### src/rtl/dff_bank_pkg.sv
// ============================================================================
// Module   : dff_bank_pkg
// Purpose  : Shared types, default widths and one-hot helper for the DFF bank.
// Revision : 1.0
// ============================================================================
`default_nettype none

package dff_bank_pkg;

    localparam int c_NREQ_DEFAULT  = 4;
    localparam int c_W_DEFAULT     = 8;
    localparam int c_DEPTH_DEFAULT = 16;
    localparam int c_AW_DEFAULT    = 4;

    // One-hot helper is sized for the largest supported requester count.
    localparam int c_MAX_NREQ  = 8;
    localparam int c_MAX_IDX_W = 3;

    typedef enum logic [1:0] {
        IDLE    = 2'd0,
        ACCESS  = 2'd1,
        RELEASE = 2'd2
    } state_t;

    function automatic logic [c_MAX_NREQ-1:0] onehot(input logic [c_MAX_IDX_W-1:0] idx);
        logic [c_MAX_NREQ-1:0] v;
        v      = '0;
        v[idx] = 1'b1;
        return v;
    endfunction

endpackage

`default_nettype wire

### src/rtl/rr_arbiter.sv
// ============================================================================
// Module   : rr_arbiter
// Purpose  : Combinational round-robin pick: first set req bit from ptr upward.
// Revision : 1.0
// ============================================================================
`default_nettype none

module rr_arbiter #(
    parameter int NREQ = 4,
    parameter int IW   = 2
) (
    input  logic [NREQ-1:0] req,
    input  logic [IW-1:0]   ptr,
    output logic [IW-1:0]   winner,
    output logic            valid
);

    // Scan farthest-to-nearest so the requester closest to ptr is written last.
    always_comb begin
        winner = '0;
        valid  = 1'b0;
        for (int k = NREQ - 1; k >= 0; k--) begin
            if (req[(int'(ptr) + k) % NREQ]) begin
                winner = IW'((int'(ptr) + k) % NREQ);
                valid  = 1'b1;
            end
        end
    end

endmodule

`default_nettype wire

### src/rtl/dff_bank_arbiter.sv
// ============================================================================
// Module   : dff_bank_arbiter
// Purpose  : Round-robin sequencer sharing one DFF register bank between
//            NREQ requesters. Optional DFF_BANK_LOCK_EN adds a per-requester
//            lock input that lets a winner keep priority back-to-back.
// Revision : 1.0
// ============================================================================
`default_nettype none

module dff_bank_arbiter
    import dff_bank_pkg::*;
#(
    parameter int NREQ  = c_NREQ_DEFAULT,
    parameter int W     = c_W_DEFAULT,
    parameter int DEPTH = c_DEPTH_DEFAULT,
    parameter int AW    = c_AW_DEFAULT
) (
    input  logic               clk,
    input  logic               rst_n,
    input  logic [NREQ-1:0]    req,
    input  logic [NREQ-1:0]    we,
    input  logic [NREQ*AW-1:0] addr,
    input  logic [NREQ*W-1:0]  wdata,
`ifdef DFF_BANK_LOCK_EN
    input  logic [NREQ-1:0]    lock,
`endif
    output logic [NREQ-1:0]    gnt,
    output logic [NREQ-1:0]    done,
    output logic [W-1:0]       rdata,
    output logic               busy
);

    localparam int c_IW = (NREQ > 1) ? $clog2(NREQ) : 1;

    state_t            r_state;
    logic [c_IW-1:0]   r_ptr;
    logic [c_IW-1:0]   r_winner;
    logic              r_we;
    logic [AW-1:0]     r_addr;
    logic [W-1:0]      r_wdata;
    logic [NREQ-1:0]   r_gnt;
    logic [NREQ-1:0]   r_done;
    logic [W-1:0]      r_rdata;
    logic [W-1:0]      r_bank [DEPTH];

    logic [c_IW-1:0]   w_winner;
    logic              w_valid;
    logic [NREQ-1:0]   w_win_oh;
    logic              w_in_range;
    logic [c_IW-1:0]   w_next_ptr;

    rr_arbiter #(
        .NREQ (NREQ),
        .IW   (c_IW)
    ) u_rr_arbiter (
        .req    (req),
        .ptr    (r_ptr),
        .winner (w_winner),
        .valid  (w_valid)
    );

    assign w_win_oh   = NREQ'(onehot(c_MAX_IDX_W'(w_winner)));
    assign w_in_range = (int'(r_addr) < DEPTH);

    always_comb begin
        w_next_ptr = (int'(r_winner) == NREQ - 1) ? '0 : r_winner + c_IW'(1);
`ifdef DFF_BANK_LOCK_EN
        // A locked winner still requesting keeps top priority for the next round.
        if (lock[r_winner] && req[r_winner]) begin
            w_next_ptr = r_winner;
        end
`endif
    end

    always_ff @(posedge clk or negedge rst_n) begin
        if (!rst_n) begin
            r_state  <= IDLE;
            r_ptr    <= '0;
            r_winner <= '0;
            r_we     <= 1'b0;
            r_addr   <= '0;
            r_wdata  <= '0;
            r_gnt    <= '0;
            r_done   <= '0;
            r_rdata  <= '0;
            for (int i = 0; i < DEPTH; i++) begin
                r_bank[i] <= '0;
            end
        end else begin
            case (r_state)
                IDLE: begin
                    if (w_valid) begin
                        r_gnt    <= w_win_oh;
                        r_winner <= w_winner;
                        r_we     <= we[w_winner];
                        r_addr   <= addr[w_winner*AW +: AW];
                        r_wdata  <= wdata[w_winner*W +: W];
                        r_state  <= ACCESS;
                    end
                end
                ACCESS: begin
                    // Out-of-range addresses drop writes and read back zero.
                    if (r_we) begin
                        if (w_in_range) begin
                            r_bank[r_addr] <= r_wdata;
                        end
                    end else begin
                        r_rdata <= w_in_range ? r_bank[r_addr] : '0;
                    end
                    r_done  <= r_gnt;
                    r_state <= RELEASE;
                end
                RELEASE: begin
                    r_gnt   <= '0;
                    r_done  <= '0;
                    r_ptr   <= w_next_ptr;
                    r_state <= IDLE;
                end
                default: begin
                    r_state <= IDLE;
                end
            endcase
        end
    end

    assign gnt   = r_gnt;
    assign done  = r_done;
    assign rdata = r_rdata;
    assign busy  = (r_state != IDLE);

endmodule

`default_nettype wire
### config.mk
export PLATFORM = sky130hd
export DESIGN_NAME = dff_bank_arbiter
export DESIGN_NICKNAME = d
export VERILOG_FILES = /design/src/rtl/dff_bank_pkg.sv /design/src/rtl/rr_arbiter.sv /design/src/rtl/dff_bank_arbiter.sv
export SDC_FILE = /design/constraint.sdc
export NUM_CORES = 1
export LEC_CHECK = 0
export BUFFER_PORTS_ARGS = -buffer_cell sky130_fd_sc_hd__buf_2
export CAP_MARGIN = 10
export CORE_UTILIZATION = 32
export DETAILED_ROUTE_END_ITERATION = 12
export GPL_ROUTABILITY_DRIVEN = 1
export GPL_TIMING_DRIVEN = 0
export PLACE_DENSITY = 0.46
export SLEW_MARGIN = 20
export SYNTH_ARGS = -nofsm -noshare
export SYNTH_HDL_FRONTEND = slang
export SYNTH_SLANG_ARGS = --single-unit
### constraint.sdc
create_clock -name clk -period 2.9 [get_ports clk]
set_input_delay 0.145 -clock clk [delete_from_list [all_inputs] [get_ports clk]]
set_output_delay 0.145 -clock clk [all_outputs]
set_load 0.03 [all_outputs]
# Word-level counts from Yosys, hierarchy flattened
# Index checks and enable logic that the tools add are counted.
# word_totals
romBits,0
reg_bits,163
elab_cells,97
n_memories,0
latch_bits,0
mem_bits_rw,0
in_bits,58
# classes
eq_ne,4
n_mux,35
bitwise,5
n_reduce_logical,13
mul,0
n_div,0
add_sub_neg,4
n_lt_le_gt_ge,9
shift,2
# ops
cell,n
$bwmux 128,1
$bmux 8 s4,1
$demux 8 s4,1
$shiftx 32x6->8,1
$mux 8,3
$pmux 4 s2,2
$shiftx 16x5->4,1
$mux 1,13
$lt 3x4->1 const B,3
$mux 2,6
$bmux 1 s2,5
$reduce_and 2->1,4
$lt 2x3->1 const B,2
$reduce_bool 2->1,3
$reduce_or 2->1,3
$ge 5x5->1 const B,1
$lt 5x1->1 const B,1
$not 4->5,1
$add 2x1->2 const B,2
$add 2x2->2 const B,2
$eq 2x1->1 const B,2
$lt 2x4->1 const B,1
$mux 4,1
$pmux 2 s2,1
other kinds (8),11

# Longest topological paths before layout
# depth
ltp_word,16
depth_mapped,8

# Modules after synthesis
# A second synthesis with hierarchy kept.
# unflattened
hier_cells,524
area_unflattened_um2,7775.0
# by_module_without_submodules
mod,area_per_inst_um2,cells_each,n_inst
dff_bank_arbiter,7697.4,511,1
rr_arbiter,77.6,13,1

# Worst setup path before layout
# Ideal clock, no wire load.
# synth_path
kind,register -> register
startpoint,register r_state[1]
endpoint,register r_bank[112] (netlist bit)
setup_time_ps,125
path_stages_with_launch,9
setup_slack_ps,899
n_path_buf,2
t_arrival_ps,1876
cell_sequence,dfrtp_1 -> inv_1 -> ha_1 -> nand2_2 -> or3_1 -> buf_2 -> nand2b_4 -> buf_6 -> mux2_4
# synth_via
elab_chain_len,2
# synth_lines
element,line_no,source
from (decl),dff_bank_arbiter.sv:35,state_t r_state;
from (signal assigned),dff_bank_arbiter.sv:77,r_state <= IDLE;
from (signal assigned),dff_bank_arbiter.sv:98,r_state <= ACCESS;
from (signal assigned),dff_bank_arbiter.sv:111,r_state <= RELEASE;
$eq 2x1->1,dff_bank_arbiter.sv:90,case (r_state)
$reduce_and 2->1 (no source line),-,
"to (signal, indexed assignment)",dff_bank_arbiter.sv:105,r_bank[r_addr] <= r_wdata;
to (decl),dff_bank_arbiter.sv:44,logic [W-1:0] r_bank [DEPTH];
# No other way between the ends.
# A chain may end at the register's enable or synchronous reset.

# Final worst setup path
# layout_path
startpoint,register r_state[1]
endpoint,register r_addr[2]
# layout_via
elab_chain_len,2
# layout_lines
element,line_no,source
$logic_not 2->1,dff_bank_arbiter.sv:90,
$reduce_and 2->1 (no source line),-,
to (signal assigned),dff_bank_arbiter.sv:96,r_addr <= addr[w_winner*AW +: AW];
to (decl),dff_bank_arbiter.sv:39,logic [AW-1:0] r_addr;
# No other way between the ends.

==> results_dict.tcl <==
set metrics [dict create \
    status "finished clean" \
    netlist.area_leader.share 0.519 \
    power_frac_seq 0.372 \
    synth_area_per_cell_um2 14.5 \
    min_to "r_wdata[3]" \
    cp.required_ns 3.19 \
    grt_use_met1 0.246 \
    synthesis.area_mm2 0.00786 \
    ctsResizeCount 0 \
    syn_nets 607 \
    grtUsageMet2 0.271 \
    grt_pass1_wl_um 32800 \
    r2r_setup_slack_ns 0.43 \
    cts_setup_buffers 0 \
    syn2layout_area_growth_pct 18.6 \
    drc 0 \
    hold_start "wdata[11]" \
    clock_latency_ns 0.43 \
    clkTransAtPathRegs_ns 0.07 \
    gp_congestion 0.772 \
    wl_per_cell_um 22.1 \
    startpoint "r_state[1]" \
    synth-seq-cells 163 \
    drt-total-wl_um 21400 \
    r2r_cells 8 \
    synth-edff-count 0 \
    ys_seq_area_frac 0.519 \
    ir_worst_vdd_mv 0.413 \
    period_minus_slack_ns 2.47 \
    comb_power_share 0.394 \
    max_freq_mhz 405 \
    antenna_found_initial 1 \
    postRouteAntennaNets 0 \
    met3_usage 0.0350 \
    cts-buffers-inserted 17 \
    relSlewSlack 0.344 \
    die_area_mm2 0.0252 \
    drtIter0Drc 294 \
    drv_cap 0 \
    endpoint_kind "flop" \
    cts_max_level 4 \
    fp.dieH_um 159 \
    drtPass1Iterations 5 \
    netlist_instances 543 \
    r2r-end "r_addr[2]" \
    synth_flop_cell "dfrtp_1" \
    tritoncts "yes" \
    p_per_area_mw_per_mm2 1140 \
    start_kind "flop" \
    finClkSkew_ns 0.00842 \
    cts-root-buf "clkbuf_16" \
    final_cells 969 \
    ios 75 \
    yosysTopAreaCell "dfrtp_1" \
    start_util 0.331 \
    switchingPower_mw 3.78 \
    vias 5021 \
    track_usage 0.177 \
    finalNetCount 702 \
    synth_cell_type_count 46 \
    leakage_nw 4.21 \
    cp_data_arrival_time_ns 2.76 \
    row_count 56 \
    setup_violations 0 \
    grt_max_degree 87 \
    hp-class "in -> reg" \
    drive_gt1_frac 0.475 \
    port_buffers 74 \
    cts_sinks 163 \
    pwr-share-clk 0.234 \
    coreArea_mm2 0.0238 \
    rsz0062_at_grt "no" \
    clk_path_buf_depth 2 \
    synthArstFlopShare 1.00 \
    final_core_util 0.392 \
    intPower_mw 6.80 \
    place_inst 937 \
    ys_warn_count 0 \
    vias_per_cell 5.18 \
    r2r_start "r_state[1]" \
    busiest_layer "met2" \
    drv_slew 0 \
    p_sw_frac 0.357 \
    crit_path_max_fanout 10 \
    synth_area_leaders "dfrtp_1 52%, mux2_2 19%, mux4_2 8.6%" \
    max_slew.worst_pin.slew_ns 0.984 \
    worstSetupPathType "reg -> reg" \
    grt_pass1_vias 5305 \
    whs_path_depth 3 \
    diodes 0 \
    finalHoldViolations 0 \
    dp_hpwl_um 14800 \
    finalCritPeriodShare 0.852 \
    die_w_um 159 \
    overflow 0 \
]
-- sequential cells by signal (all words and copies together) (netlist names) --
signal	flops
rdata	8
r_wdata	8
done	4
r_addr	4
r_state	2
r_ptr	2
gnt	4
r_winner	2
r_we	1
r_bank	128
-- kinds of logic after synthesis --
group                    share of synthesized area
AND/OR/NAND/NOR                             0.0667
buffers and inverters                       0.0266
AO/OA/AOI/OAI                               0.0543
multiplexers                                 0.324
flip-flops                                   0.519
adder cells (fa/ha/maj)                    0.00955
-- critical path, cell delays in order, from the launching register on --
cell	delay [ns]
dfrtp_1	0.40
inv_1	0.14
ha_1	0.27
inv_1	0.13
nor2_1	0.33
nand3_1	0.34
buf_2	0.31
a221oi_1	0.28
a211oi_1	0.12
-- cells in the mapped netlist, types with 9 or more instances --
cell type,n
dfrtp_1,163
mux2_2,132
mux4_2,30
mux2i_1,21
nor2_1,16
and2_1,15
clkbuf_1,15
a211oi_1,13
a221oi_1,13
nand2_1,12
a221o_1,9
nor3_1,9
-- metal layers --
| metal | up-vias | part of all wire |
|---|---|---|
| met2 | 142 | 0.46 |
| met3 | 31 | 0.041 |
| met4 | 0 | 0.028 |
| li1 | 2224 | - |
| met1 | 2624 | 0.47 |
| met5 | - | 0 |
-- stage by stage --
| step | power [mW] | instance area (um2) | hold WS, ns | TNS, ns | setup slack (ns) |
|---|---|---|---|---|---|
| 6_report | 10.6 | 9320 | 0.0634 | 0 | 0.430 |
| 5_1_grt | 11.2 | 9320 | 0.0808 | 0 | 0.237 |
| 4_1_cts | 10.7 | 9320 | 0.0435 | 0 | 0.448 |
| 3_5_place_dp | 8.17 | 8670 | 0.182 | 0 | 0.479 |
| 3_3_place_gp | 8.01 | 8630 | 0.468 | -123.57 | -0.775 |
| 2_1_floorplan | 6.71 | 7860 | -0.151 | 0 | 0.899 |
-- power by group through the flow --
stage	Combinational (mW)	Sequential [mW]	Clock, mW
2_1_floorplan	2.94	3.77	0
3_3_place_gp	4.11	3.90	0
3_5_place_dp	4.20	3.97	0
4_1_cts	4.21	3.94	2.53
5_1_grt	4.48	4.05	2.62
6_report	4.17	3.94	2.48
-- layout by cell type (no fill, tap or decap), types with 2 or more instances in the layout --
master,count
o21ai_0,4
a31o_2,5
dfrtp_1,163
buf_4,2
clkbuf_16,17
and2_1,15
nor2_2,6
ha_1,6
nor2b_1,7
a211oi_1,13
nand2b_1,7
nor2_4,3
buf_6,5
mux4_1,2
a2bb2oi_1,2
nor3_1,9
buf_1,5
clkbuf_1,18
nor2_1,16
clkinvlp_4,3
mux2_2,132
inv_1,5
mux4_2,30
nand3_1,2
clkbuf_8,2
nand2_1,12
mux2_4,8
mux2i_1,21
buf_2,81
a221oi_1,13
a221o_1,9
bufinv_16,5
-- repair_timing --
item                                    CTS  global route
hold buffers                              1             0
endpoints found under the hold margin    77             0
endpoints found under the setup margin    0             0
-- worst max-delay path by stage --
stage | to | slack, ns
final | r_addr[2] | 0.43
after global routing | r_wdata[4] | 0.24
after CTS | r_wdata[4] | 0.45
after detailed placement | r_wdata[4] | 0.48
after global placement | r_wdata[3] | -0.78
after floorplan | r_bank[112] | 0.90
-- layout make-up --
cell class / count / area, um2
repair buffers: 76 / 418
fillers: 2221 / 14400
flip-flops and latches: 163 / 4080
inverters: 6 / 22.5
clock inverters: 9 / 178
well taps: 319 / 399
clock buffers: 22 / 464
multi-input cells: 339 / 3570
plain buffers: 35 / 186
No activity file was read; power rests on OpenSTA's default activity.
